### src/rtl/alpha_beta_search_ctrl_pkg.sv
// chess_pkg: piece ids, sides, search states and score range helpers shared by the search controller
package chess_pkg;
  localparam logic [3:0] P1 = 4'd1, N1 = 4'd2, B1 = 4'd3, R1 = 4'd4, Q1 = 4'd5, K1 = 4'd6;
  localparam logic BLACK = 1'b0, WHITE = 1'b1;
  typedef enum logic [2:0] {IDLE, NEXT, MAKE, EVAL, UNMAKE, RETURN, DONE} state_t;
  function automatic int score_max(int hw);
    return (1 << hw) - 1;
  endfunction
  function automatic int score_min(int hw);
    return -score_max(hw);
  endfunction
  // Clamping the one unrepresentable-when-negated value first keeps negation overflow free.
  function automatic int neg_clamp(int v, int hw);
    return (v < score_min(hw)) ? score_max(hw) : -v;
  endfunction
endpackage

### src/rtl/alpha_beta_search_ctrl_if.sv
// alpha_beta_search_ctrl_if: move generator, board make/unmake and evaluator handshakes
interface alpha_beta_search_ctrl_if #(parameter int HEUR_WIDTH = 10, MOVE_WIDTH = 6, PIECE_WIDTH = 4);
  logic gen_req, gen_valid, gen_end, gen_flush, make_req, unmake_req, board_ack, eval_req, eval_valid;
  logic [MOVE_WIDTH-1:0] gen_move;
  logic [PIECE_WIDTH-1:0] gen_piece;
  logic signed [HEUR_WIDTH:0] eval_score;
  modport master (output gen_req, gen_flush, make_req, unmake_req, eval_req,
                  input gen_valid, gen_end, gen_move, gen_piece, board_ack, eval_valid, eval_score);
  modport slave (input gen_req, gen_flush, make_req, unmake_req, eval_req,
                 output gen_valid, gen_end, gen_move, gen_piece, board_ack, eval_valid, eval_score);
endinterface

### src/rtl/alpha_beta_search_ctrl_ply_stack.sv
// ply_stack: per-ply search frames {alpha, beta, best, move, piece}, one async read and one sync write port
module ply_stack #(parameter int DEPTH = 5, SW = 11, MW = 6, PW = 4) (
  input  logic clk,
  input  logic RST,
  input  logic [2:0] ra,
  output logic signed [SW-1:0] r_alpha, r_beta, r_best,
  output logic [MW-1:0] r_move,
  output logic [PW-1:0] r_piece,
  input  logic we,
  input  logic [2:0] wa,
  input  logic signed [SW-1:0] w_alpha, w_beta, w_best,
  input  logic [MW-1:0] w_move,
  input  logic [PW-1:0] w_piece
);
  logic [3*SW+MW+PW-1:0] mem [DEPTH];
  assign {r_alpha, r_beta, r_best, r_move, r_piece} = mem[ra];
  // all frames clear on reset; at most one frame is rewritten per cycle
  always_ff @(posedge clk or posedge RST)
    if (RST) for (int i = 0; i < DEPTH; i++) mem[i] <= '0;
    else if (we) mem[wa] <= {w_alpha, w_beta, w_best, w_move, w_piece};
endmodule

### src/rtl/alpha_beta_search_ctrl.sv
// alpha_beta_search_ctrl: fixed-depth negamax alpha-beta search sequencer
module alpha_beta_search_ctrl import chess_pkg::*; #(
  parameter int HEUR_WIDTH = 10,
  parameter int MAX_DEPTH = 5,
  parameter int MOVE_WIDTH = 6,
  parameter int PIECE_WIDTH = 4,
  parameter int MATE_SCORE = 1000
) (
  input  logic clk,
  input  logic RST,
  input  logic en,
  input  logic pl,
  input  logic [2:0] depth_limit,
  alpha_beta_search_ctrl_if.master bus,
  output logic [2:0] cur_ply,
  output logic cur_side,
  output logic [PIECE_WIDTH-1:0] piece_to_move,
  output logic [MOVE_WIDTH-1:0] output_move,
  output logic signed [HEUR_WIDTH:0] best_value,
  output logic no_move,
  output logic [15:0] node_count,
  output logic done
);
  localparam int SW = HEUR_WIDTH + 1;
  localparam logic signed [SW-1:0] SMAX = SW'(score_max(HEUR_WIDTH));
  localparam logic signed [SW-1:0] SMIN = SW'(score_min(HEUR_WIDTH));
  localparam logic signed [SW-1:0] MATE = SW'(-MATE_SCORE);
  state_t state;
  logic [2:0] dlim, wa;
  logic pl_r, root_rec, start, push, cut, up_best, we;
  logic signed [SW-1:0] s, up_alpha, rd_alpha, rd_beta, rd_best, w_alpha, w_beta, w_best;
  logic [MOVE_WIDTH-1:0] rd_move, w_move;
  logic [PIECE_WIDTH-1:0] rd_piece, w_piece;
  ply_stack #(.DEPTH(MAX_DEPTH), .SW(SW), .MW(MOVE_WIDTH), .PW(PIECE_WIDTH)) u_stack (
    .clk(clk), .RST(RST), .ra(cur_ply),
    .r_alpha(rd_alpha), .r_beta(rd_beta), .r_best(rd_best), .r_move(rd_move), .r_piece(rd_piece),
    .we(we), .wa(wa), .w_alpha(w_alpha), .w_beta(w_beta), .w_best(w_best), .w_move(w_move), .w_piece(w_piece)
  );
  assign cur_side = pl_r ^ cur_ply[0];
  assign start = en && (state == IDLE || state == DONE);
  assign push = cur_ply + 3'd1 != dlim;
  assign up_best = s > rd_best;
  assign up_alpha = s > rd_alpha ? s : rd_alpha;
  assign cut = up_alpha >= rd_beta;
  // stack write: root init, move latch, mate fill, child push, or score update at the current ply
  always_comb begin
    we = 1'b0;
    wa = cur_ply;
    {w_alpha, w_beta, w_best, w_move, w_piece} = {rd_alpha, rd_beta, rd_best, rd_move, rd_piece};
    if (start) begin
      we = 1'b1;
      wa = 3'd0;
      {w_alpha, w_beta, w_best, w_move, w_piece} = {SMIN, SMAX, SMIN, {MOVE_WIDTH{1'b0}}, {PIECE_WIDTH{1'b0}}};
    end else if (state == NEXT && bus.gen_valid) begin
      we = 1'b1;
      w_move = bus.gen_move;
      w_piece = bus.gen_piece;
    end else if (state == NEXT && bus.gen_end) begin
      we = 1'b1;
      w_best = rd_best == SMIN ? MATE : rd_best;
    end else if (state == MAKE && bus.board_ack && push) begin
      we = 1'b1;
      wa = cur_ply + 3'd1;
      w_alpha = -rd_beta;
      w_beta = -rd_alpha;
      w_best = SMIN;
    end else if (state == UNMAKE && bus.board_ack) begin
      we = 1'b1;
      w_alpha = up_alpha;
      w_best = up_best ? s : rd_best;
    end
  end
  // search sequencer; each request rises on entry to its state and drops once answered
  always_ff @(posedge clk or posedge RST)
    if (RST) begin
      state <= IDLE;
      cur_ply <= '0;
      dlim <= '0;
      pl_r <= 1'b0;
      root_rec <= 1'b0;
      s <= '0;
      bus.gen_req <= 1'b0;
      bus.gen_flush <= 1'b0;
      bus.make_req <= 1'b0;
      bus.unmake_req <= 1'b0;
      bus.eval_req <= 1'b0;
      piece_to_move <= '0;
      output_move <= '0;
      best_value <= '0;
      no_move <= 1'b0;
      node_count <= '0;
      done <= 1'b0;
    end else begin
      bus.gen_flush <= 1'b0;
      if (start) begin
        state <= NEXT;
        bus.gen_req <= 1'b1;
        cur_ply <= '0;
        pl_r <= pl;
        dlim <= depth_limit == 3'd0 ? 3'd1 : depth_limit > 3'(MAX_DEPTH) ? 3'(MAX_DEPTH) : depth_limit;
        root_rec <= 1'b0;
        done <= 1'b0;
        no_move <= 1'b0;
        node_count <= '0;
        piece_to_move <= '0;
        output_move <= '0;
      end
      if (state == NEXT && (bus.gen_valid || bus.gen_end)) begin
        bus.gen_req <= 1'b0;
        bus.make_req <= bus.gen_valid;
        state <= bus.gen_valid ? MAKE : RETURN;
      end
      if (state == MAKE && bus.board_ack) begin
        bus.make_req <= 1'b0;
        node_count <= node_count + {15'd0, node_count != 16'hFFFF};
        bus.gen_req <= push;
        bus.eval_req <= !push;
        cur_ply <= push ? cur_ply + 3'd1 : cur_ply;
        state <= push ? NEXT : EVAL;
      end
      if (state == EVAL && bus.eval_valid) begin
        bus.eval_req <= 1'b0;
        bus.unmake_req <= 1'b1;
        s <= SW'(neg_clamp(int'(bus.eval_score), HEUR_WIDTH));
        state <= UNMAKE;
      end
      if (state == UNMAKE && bus.board_ack) begin
        bus.unmake_req <= 1'b0;
        if (up_best && cur_ply == 3'd0) begin
          root_rec <= 1'b1;
          piece_to_move <= rd_piece;
          output_move <= rd_move;
        end
        bus.gen_flush <= cut;
        bus.gen_req <= !cut;
        state <= cut ? RETURN : NEXT;
      end
      if (state == RETURN) begin
        if (cur_ply != 3'd0) begin
          s <= -rd_best;
          cur_ply <= cur_ply - 3'd1;
          bus.unmake_req <= 1'b1;
          state <= UNMAKE;
        end else begin
          best_value <= rd_best;
          no_move <= !root_rec;
          done <= 1'b1;
          state <= DONE;
        end
      end
    end
endmodule
### src/flat_wrapper.sv
// flat-port wrapper written by rule: the top's interface ports become plain ports
module alpha_beta_search_ctrl_flat import chess_pkg::*;
#(
  parameter int HEUR_WIDTH = 10,
  parameter int MAX_DEPTH = 5,
  parameter int MOVE_WIDTH = 6,
  parameter int PIECE_WIDTH = 4,
  parameter int MATE_SCORE = 1000
)
  (clk, RST, en, pl, depth_limit, cur_ply, cur_side, piece_to_move, output_move, best_value, no_move, node_count, done, bus_gen_req, bus_gen_flush, bus_make_req, bus_unmake_req, bus_eval_req, bus_gen_valid, bus_gen_end, bus_gen_move, bus_gen_piece, bus_board_ack, bus_eval_valid, bus_eval_score);
  alpha_beta_search_ctrl_if #(.HEUR_WIDTH(HEUR_WIDTH), .MOVE_WIDTH(MOVE_WIDTH), .PIECE_WIDTH(PIECE_WIDTH)) bus_i ();
  input  logic clk;
  input  logic RST;
  input  logic en;
  input  logic pl;
  input  logic [2:0] depth_limit;
  output logic [2:0] cur_ply;
  output logic cur_side;
  output logic [PIECE_WIDTH-1:0] piece_to_move;
  output logic [MOVE_WIDTH-1:0] output_move;
  output logic signed [HEUR_WIDTH:0] best_value;
  output logic no_move;
  output logic [15:0] node_count;
  output logic done;
  output wire logic [$bits(bus_i.gen_req)-1:0] bus_gen_req;
  output wire logic [$bits(bus_i.gen_flush)-1:0] bus_gen_flush;
  output wire logic [$bits(bus_i.make_req)-1:0] bus_make_req;
  output wire logic [$bits(bus_i.unmake_req)-1:0] bus_unmake_req;
  output wire logic [$bits(bus_i.eval_req)-1:0] bus_eval_req;
  input wire logic [$bits(bus_i.gen_valid)-1:0] bus_gen_valid;
  input wire logic [$bits(bus_i.gen_end)-1:0] bus_gen_end;
  input wire logic [$bits(bus_i.gen_move)-1:0] bus_gen_move;
  input wire logic [$bits(bus_i.gen_piece)-1:0] bus_gen_piece;
  input wire logic [$bits(bus_i.board_ack)-1:0] bus_board_ack;
  input wire logic [$bits(bus_i.eval_valid)-1:0] bus_eval_valid;
  input wire logic [$bits(bus_i.eval_score)-1:0] bus_eval_score;
  assign bus_gen_req = bus_i.gen_req;
  assign bus_gen_flush = bus_i.gen_flush;
  assign bus_make_req = bus_i.make_req;
  assign bus_unmake_req = bus_i.unmake_req;
  assign bus_eval_req = bus_i.eval_req;
  assign bus_i.gen_valid = bus_gen_valid;
  assign bus_i.gen_end = bus_gen_end;
  assign bus_i.gen_move = bus_gen_move;
  assign bus_i.gen_piece = bus_gen_piece;
  assign bus_i.board_ack = bus_board_ack;
  assign bus_i.eval_valid = bus_eval_valid;
  assign bus_i.eval_score = bus_eval_score;
  alpha_beta_search_ctrl #(.HEUR_WIDTH(HEUR_WIDTH), .MAX_DEPTH(MAX_DEPTH), .MOVE_WIDTH(MOVE_WIDTH), .PIECE_WIDTH(PIECE_WIDTH), .MATE_SCORE(MATE_SCORE)) u_core (.clk(clk), .RST(RST), .en(en), .pl(pl), .depth_limit(depth_limit), .bus(bus_i), .cur_ply(cur_ply), .cur_side(cur_side), .piece_to_move(piece_to_move), .output_move(output_move), .best_value(best_value), .no_move(no_move), .node_count(node_count), .done(done));
endmodule
### config.mk
export PLATFORM = sky130hd
export DESIGN_NAME = alpha_beta_search_ctrl_flat
export DESIGN_NICKNAME = d
export VERILOG_FILES = /design/src/rtl/alpha_beta_search_ctrl_pkg.sv /design/src/rtl/alpha_beta_search_ctrl_if.sv /design/src/rtl/alpha_beta_search_ctrl_ply_stack.sv /design/src/rtl/alpha_beta_search_ctrl.sv /design/src/flat_wrapper.sv
export SDC_FILE = /design/constraint.sdc
export NUM_CORES = 1
export LEC_CHECK = 0
export ABC_AREA = 1
export CORE_MARGIN = 4
export CORE_UTILIZATION = 65
export CTS_CLUSTER_SIZE = 40
export DETAILED_ROUTE_END_ITERATION = 7
export HOLD_SLACK_MARGIN = 0.02
export PLACE_DENSITY = 0.89
export SYNTH_ARGS = -nofsm -noshare
export SYNTH_HDL_FRONTEND = slang
export SYNTH_SLANG_ARGS = --single-unit
### constraint.sdc
create_clock -name clk -period 28.4 [get_ports clk]
set_input_delay 7.1 -clock clk [delete_from_list [all_inputs] [get_ports clk]]
set_output_delay 7.1 -clock clk [all_outputs]
set_load 0.01 [all_outputs]
* After elaboration in Yosys (flattened, before gate mapping)
Index checks and enable logic that the tools add are counted.
** Cells by class
- Add/sub/neg operators :: 7
- Magnitude comparators :: 8
- Equality and inequality tests :: 9
- Multiplexer cells :: 87
- Bitwise operators :: 4
- Reductions and logical operators :: 25
** Operator list (count)
- 11-bit 2-to-1 mux :: 21
- 215-bit bitwise mux :: 1
- 43-bit binary-select mux with 3-bit select :: 1
- 43-bit demux with 3-bit select :: 1
- 43-bit 2-to-1 mux :: 3
- 3-bit 2-to-1 mux :: 19
- 11-bit negation :: 4
- 16-bit 2-to-1 mux :: 2
- 6-bit 2-to-1 mux :: 5
- 1-bit 2-to-1 mux :: 27
- 11-bit greater-than comparator :: 2
- 4-bit 2-to-1 mux :: 5
- 16-bit by 1-bit adder with 16-bit output :: 1
- 16-bit != test, second input constant :: 1
- 11-bit == test, second input constant :: 1
- 11-bit greater-or-equal comparator :: 1
- 11-bit less-than comparator, second input constant :: 1
- 1-bit logical AND :: 10
- 3-bit == test, second input constant :: 3
- 3-bit logical NOT :: 3
- 4-bit greater-or-equal comparator, second input constant :: 2
- 3-bit inverter with 4-bit output :: 2
- 3-bit by 2-bit == test with 1-bit output, second input constant :: 2
- 2-bit nonzero test :: 3
- other kinds (15) :: 19
** Storage, ports and cells
- Register bits :: 281
- Input port bits :: 32
- Output and inout port bits :: 48
- Logic and storage cells :: 162

* Logic depth before layout (Yosys ltp)
- Depth after elaboration :: 13
- Depth in mapped cells :: 30
- Depth with buffers taken out :: 27

* Cells and area by module
From an unflattened synthesis, not the netlist that was laid out.
** Second synthesis, totals
- Cells, all modules :: 2042
- Area, all modules :: 15641.3 um2
** Modules (own cells, without submodules)
- ply_stack :: instances 1, cells each 1178, area an instance 9716.8 um2
- alpha_beta_search_ctrl :: instances 1, cells each 864, area an instance 5924.4 um2

* Least setup slack after synthesis
OpenSTA, ideal clock, no wires.
- Path kind :: input to register
- From :: input bus_board_ack
- To :: register u_core.u_stack.mem[107] (netlist name)
- Library setup time :: 133 ps
- Arrival time :: 8524 ps
- Setup slack :: 19743 ps
- Stages :: 12
- Path through :: inv_1 > nor3_4 > inv_2 > nand2_4 > o21ai_2 > nand2_1 > nand3_4 > nor2_8 > inv_2 > buf_2 > nand2_1 > o21ai_1
** Between the ends
- Longest elaborated chain between the ends :: 12
** RTL lines
- from (decl) :: line flat_wrapper.sv:34 : input wire logic [$bits(bus_i.board_ack)-1:0] bus_board_ack;
- 1-bit logical AND (2 in series) :: line alpha_beta_search_ctrl.sv:61 : end else if (state == MAKE && bus.board_ack && push) begin
- 3-bit 2-to-1 mux :: line alpha_beta_search_ctrl.sv:61
- 3-bit 2-to-1 mux :: line alpha_beta_search_ctrl.sv:58 : end else if (state == NEXT && bus.gen_end) begin
- 3-bit 2-to-1 mux :: line alpha_beta_search_ctrl.sv:54 : end else if (state == NEXT && bus.gen_valid) begin
- 3-bit 2-to-1 mux :: line alpha_beta_search_ctrl.sv:50 : if (start) begin
- 3-bit inverter with 4-bit output (not written as such) :: line alpha_beta_search_ctrl_ply_stack.sv:20 : else if (we) mem[wa] <= {w_alpha, w_beta, w_best, w_move, w_piece};
- 4-bit greater-or-equal comparator (not written as such) / 4-bit by 1-bit less-than comparator with 1-bit output (equally long branches) :: line alpha_beta_search_ctrl_ply_stack.sv:20
- 1-bit logical AND (not written as such) :: line alpha_beta_search_ctrl_ply_stack.sv:20
- 43-bit 2-to-1 mux (not written as such) :: line alpha_beta_search_ctrl_ply_stack.sv:20
- 43-bit demux with 3-bit select :: line alpha_beta_search_ctrl_ply_stack.sv:20
- 215-bit bitwise mux :: line alpha_beta_search_ctrl_ply_stack.sv:20
- to (signal, indexed assignment) :: line alpha_beta_search_ctrl_ply_stack.sv:20
- to (decl) :: line alpha_beta_search_ctrl_ply_stack.sv:15 : logic [3*SW+MW+PW-1:0] mem [DEPTH];
Parallel ways exist; a longest one is shown, timed or not.
A chain may end at the register's enable or synchronous reset.

* Worst setup path after layout
- From :: input bus_board_ack
- To :: register u_core.u_stack.mem[144] (netlist name)
Same word-level chain as after synthesis.

==> results_dict.tcl <==
set metrics [dict create \
    grt_pass1_wl_um 75400 \
    clk_pin_slew_ps 60 \
    hold_viol 0 \
    ant_nets 0 \
    slew_headroom_pct 20.0 \
    rows 56 \
    num_antenna_cells 0 \
    die_h_um 164 \
    synth_top_cell_area_share_pct 44.2 \
    vias 15300 \
    crit_path_max_incr_delay_ps 560 \
    maxCapViolCount 0 \
    period_share_pct 36.3 \
    path_delay_family "simple AND/OR/NAND/NOR gates" \
    first_pass_iters 8 \
    core_area_um2 23800 \
    fmax_mhz 97.1 \
    status "finished, final reports clean" \
    initial_core_util_pct 67.0 \
    cts_setup_buffers 0 \
    pin_count 80 \
    slowest_stage "nor3_4" \
    grt_usage_pct 34.9 \
    drt_iter0_drc 2257 \
    grt_pass1_vias 14400 \
    cts_hold_buf 0 \
    clock_sinks 281 \
    multi_input_area_um2 7690 \
    cts_max_path_buffers 3 \
    dpl.hpwl_um 30100 \
    cellPowerDensity_nw_per_um2 141 \
    whs_ps 473 \
    rsz0062_at_grt "no" \
    die-area_um2 27000 \
    drive_above_1_share_pct 5.18 \
    ys_warn_count 0 \
    end_kind "register" \
    synth_seq_area_share_pct 44.2 \
    synthCells 2122 \
    critPathBufInv 4 \
    nNetsFinal 2215 \
    syn_area_um2 15900 \
    cts_root_buf "clkbuf_16" \
    synth_seq_cells 281 \
    worstPathCellList "clkdlybuf4s50_1 > inv_1 > nor3_4 > nand2_4 > inv_2 > nand2_2 > nand2_1 > nand2_4 > nor2_8 > inv_2 > nand2_1 > o21ai_1" \
    area_growth_pct 10.5 \
    ctsHtreeMaxLevel 1 \
    clock_skew_ps 19.6 \
    worst_setup_path_start_kind "input pin" \
    ir_drop_v 0.000123 \
    tightest_slew_ps 1200 \
    drv_slew 0 \
    ff_latch_area_um2 7040 \
    drc 0 \
    insertion_delay_ps 580 \
    cts_tree "built" \
    hold_path.class "register to register" \
    synth_fp_nets 2197 \
    cp.arrival_ps 10720 \
    wl_per_cell_um 19.0 \
    gp_congestion 0.974 \
    setup_tns_ps 0 \
    grt_max_degree 170 \
    layout_commonest_cell "nand2_1" \
    crit_path_max_fanout 62 \
    finalWirelength_um 47100 \
    die_w_um 164 \
    n_fill_cell 1782 \
    overflow 0 \
    final_cell_mix "nand2_1 (767), dfrtp_1 (280), nand3_1 (251)" \
    postCtsResizedCells 0 \
    avgSynthCellArea_um2 7.50 \
    utilization_pct 74.0 \
    numCtsBuffers 31 \
    setup_violations 0 \
    routed_via_density 6.15 \
    worstPathRequired_ps 28820 \
    yosysTopAreaCell "dfrtp_1" \
    grt_antenna_before_repair 0 \
    synth.distinct_cells 52 \
    io_buffers 79 \
    finalCriticalPeriod_ps 10300 \
    p_leak_nw 8.64 \
    critPathKind "input pin to register" \
    synth_area_leaders "dfrtp_1 (44%), nand2_1 (18%), nand3_1 (7.9%)" \
]
[stage by stage]
stage | instances | area (um^2) | total power [mW] | setup WS, ps
6_report | 2480 | 17600 | 2.48 | 18100
3_5_place_dp | 2426 | 16600 | 2.04 | 17620
4_1_cts | 2480 | 17600 | 2.44 | 18200
2_1_floorplan | 2122 | 15900 | 1.65 | 13550
5_1_grt | 2480 | 17600 | 2.67 | 17770
3_3_place_gp | 2426 | 16600 | 1.99 | 17720
[worst reg2reg max path, cell delays in order (launching register included)]
cell       delay [ps]
dfrtp_4           750
buf_4             470
inv_2             180
buf_4             720
nand2_1           110
nand3_1           100
nand3_1           210
o21ai_0           340
inv_1             190
ha_1              400
nand2_1            70
inv_1              90
nand2_1            70
nor2_1            150
nand2_1           110
nand4_1           100
nand3_2           300
o21a_1            300
ha_1              280
nand2_1            60
o21ai_0           180
nand3_1           100
o2111ai_1         110
nand2_1            80
o211ai_1          100
nand2_1           180
nand3_1           110
nand2_1            50
[sequential cells by signal (all words and copies together), names as in the netlist]
signal,flops
u_core.best_value,11
u_core.bus.eval_req,1
u_core.bus.gen_flush,1
u_core.bus.gen_req,1
u_core.bus.make_req,1
u_core.bus.unmake_req,1
u_core.cur_ply,3
u_core.dlim,3
u_core.done,1
u_core.no_move,1
u_core.node_count,16
u_core.output_move,6
u_core.piece_to_move,4
u_core.pl_r,1
u_core.root_rec,1
u_core.s,11
u_core.state,3
u_core.u_stack.mem,215
[cells by family (layout without fill, tap and decap cells)]
| group | Yosys count | in the layout | share of synthesized area (%) |
|---|---|---|---|
| compound gates | 337 | 337 | 12.0 |
| xor+xnor | 16 | 16 | 0.881 |
| fa+ha+maj | 43 | 43 | 3.38 |
| buf+inv | 261 | 300 | 7.46 |
| flops | 281 | 281 | 44.2 |
| mux | 3 | 3 | 0.197 |
| simple gates | 1181 | 1181 | 31.9 |
[power breakdown]
group          switching (mW)  leakage, nW  internal [mW]
registers               0.120         3.65          0.559
logic                   0.973         4.52          0.440
clock network           0.165        0.477          0.225
total                    1.26         8.64           1.22
[Yosys cell counts (all sizes together)]
| cell | count |
|---|---|
| o221ai | 3 |
| a21oi | 67 |
| o21a | 5 |
| and2 | 6 |
| buf | 71 |
| nand2 | 775 |
| a32o | 11 |
| a2111oi | 1 |
| o2111ai | 2 |
| inv | 156 |
| nand3 | 255 |
| a211oi | 2 |
| nor2 | 99 |
| a31oi | 4 |
| nor3b | 1 |
| o211ai | 3 |
| a21o | 1 |
| clkbuf | 32 |
| nor4 | 4 |
| o21ai | 218 |
| o21bai | 13 |
| a221oi | 1 |
| ha | 43 |
| o22ai | 4 |
| clkinv | 2 |
| nor3 | 5 |
| xor2 | 9 |
| mux2 | 1 |
| nand4 | 30 |
| dfrtp | 281 |
| mux2i | 2 |
| xnor2 | 7 |
| nand3b | 6 |
| o31ai | 2 |
[final cells by class]
class	count	share of cell area, %
clock buffers	47	5.10
clock inverters	7	0.441
inverters	158	3.45
multi-input cells	1580	43.8
flip-flops and latches	281	40.0
well taps	319	2.27
repair buffers	88	4.95
[path summary, 6_finish.rpt]
| kind | startpoint | end | slack (ps) | cells past startpoint |
|---|---|---|---|---|
| worst max-delay path | bus_board_ack | u_core.u_stack.mem[144]$_DFFE_PP0P_ | 18100 | 12 |
| worst min-delay path | u_core.u_stack.mem[108]$_DFFE_PP0P_ | u_core.u_stack.mem[108]$_DFFE_PP0P_ | 470 | 2 |
| worst max register to register | u_core.cur_ply[0]$_DFF_PP0_ | u_core.bus.gen_req$_DFFE_PP0P_ | 22380 | 27 |
| worst min register to register | u_core.u_stack.mem[108]$_DFFE_PP0P_ | u_core.u_stack.mem[108]$_DFFE_PP0P_ | 470 | 2 |
| max in group asynchronous | RST | u_core.cur_ply[0]$_DFF_PP0_ | 19900 | 3 |
| min in group asynchronous | RST | u_core.output_move[3]$_DFF_PP0_ | 7070 | 2 |
[routing by layer]
layer | vias to the layer above | GRT usage [%] | wire [um]
met5 | - | 0 | 0
met4 | 0 | 10.2 | 1390
met3 | 124 | 8.41 | 5770
met2 | 934 | 53.0 | 20900
met1 | 7205 | 50.6 | 19000
li1 | 6992 | - | -
No activity file was read; power rests on OpenSTA's default activity.
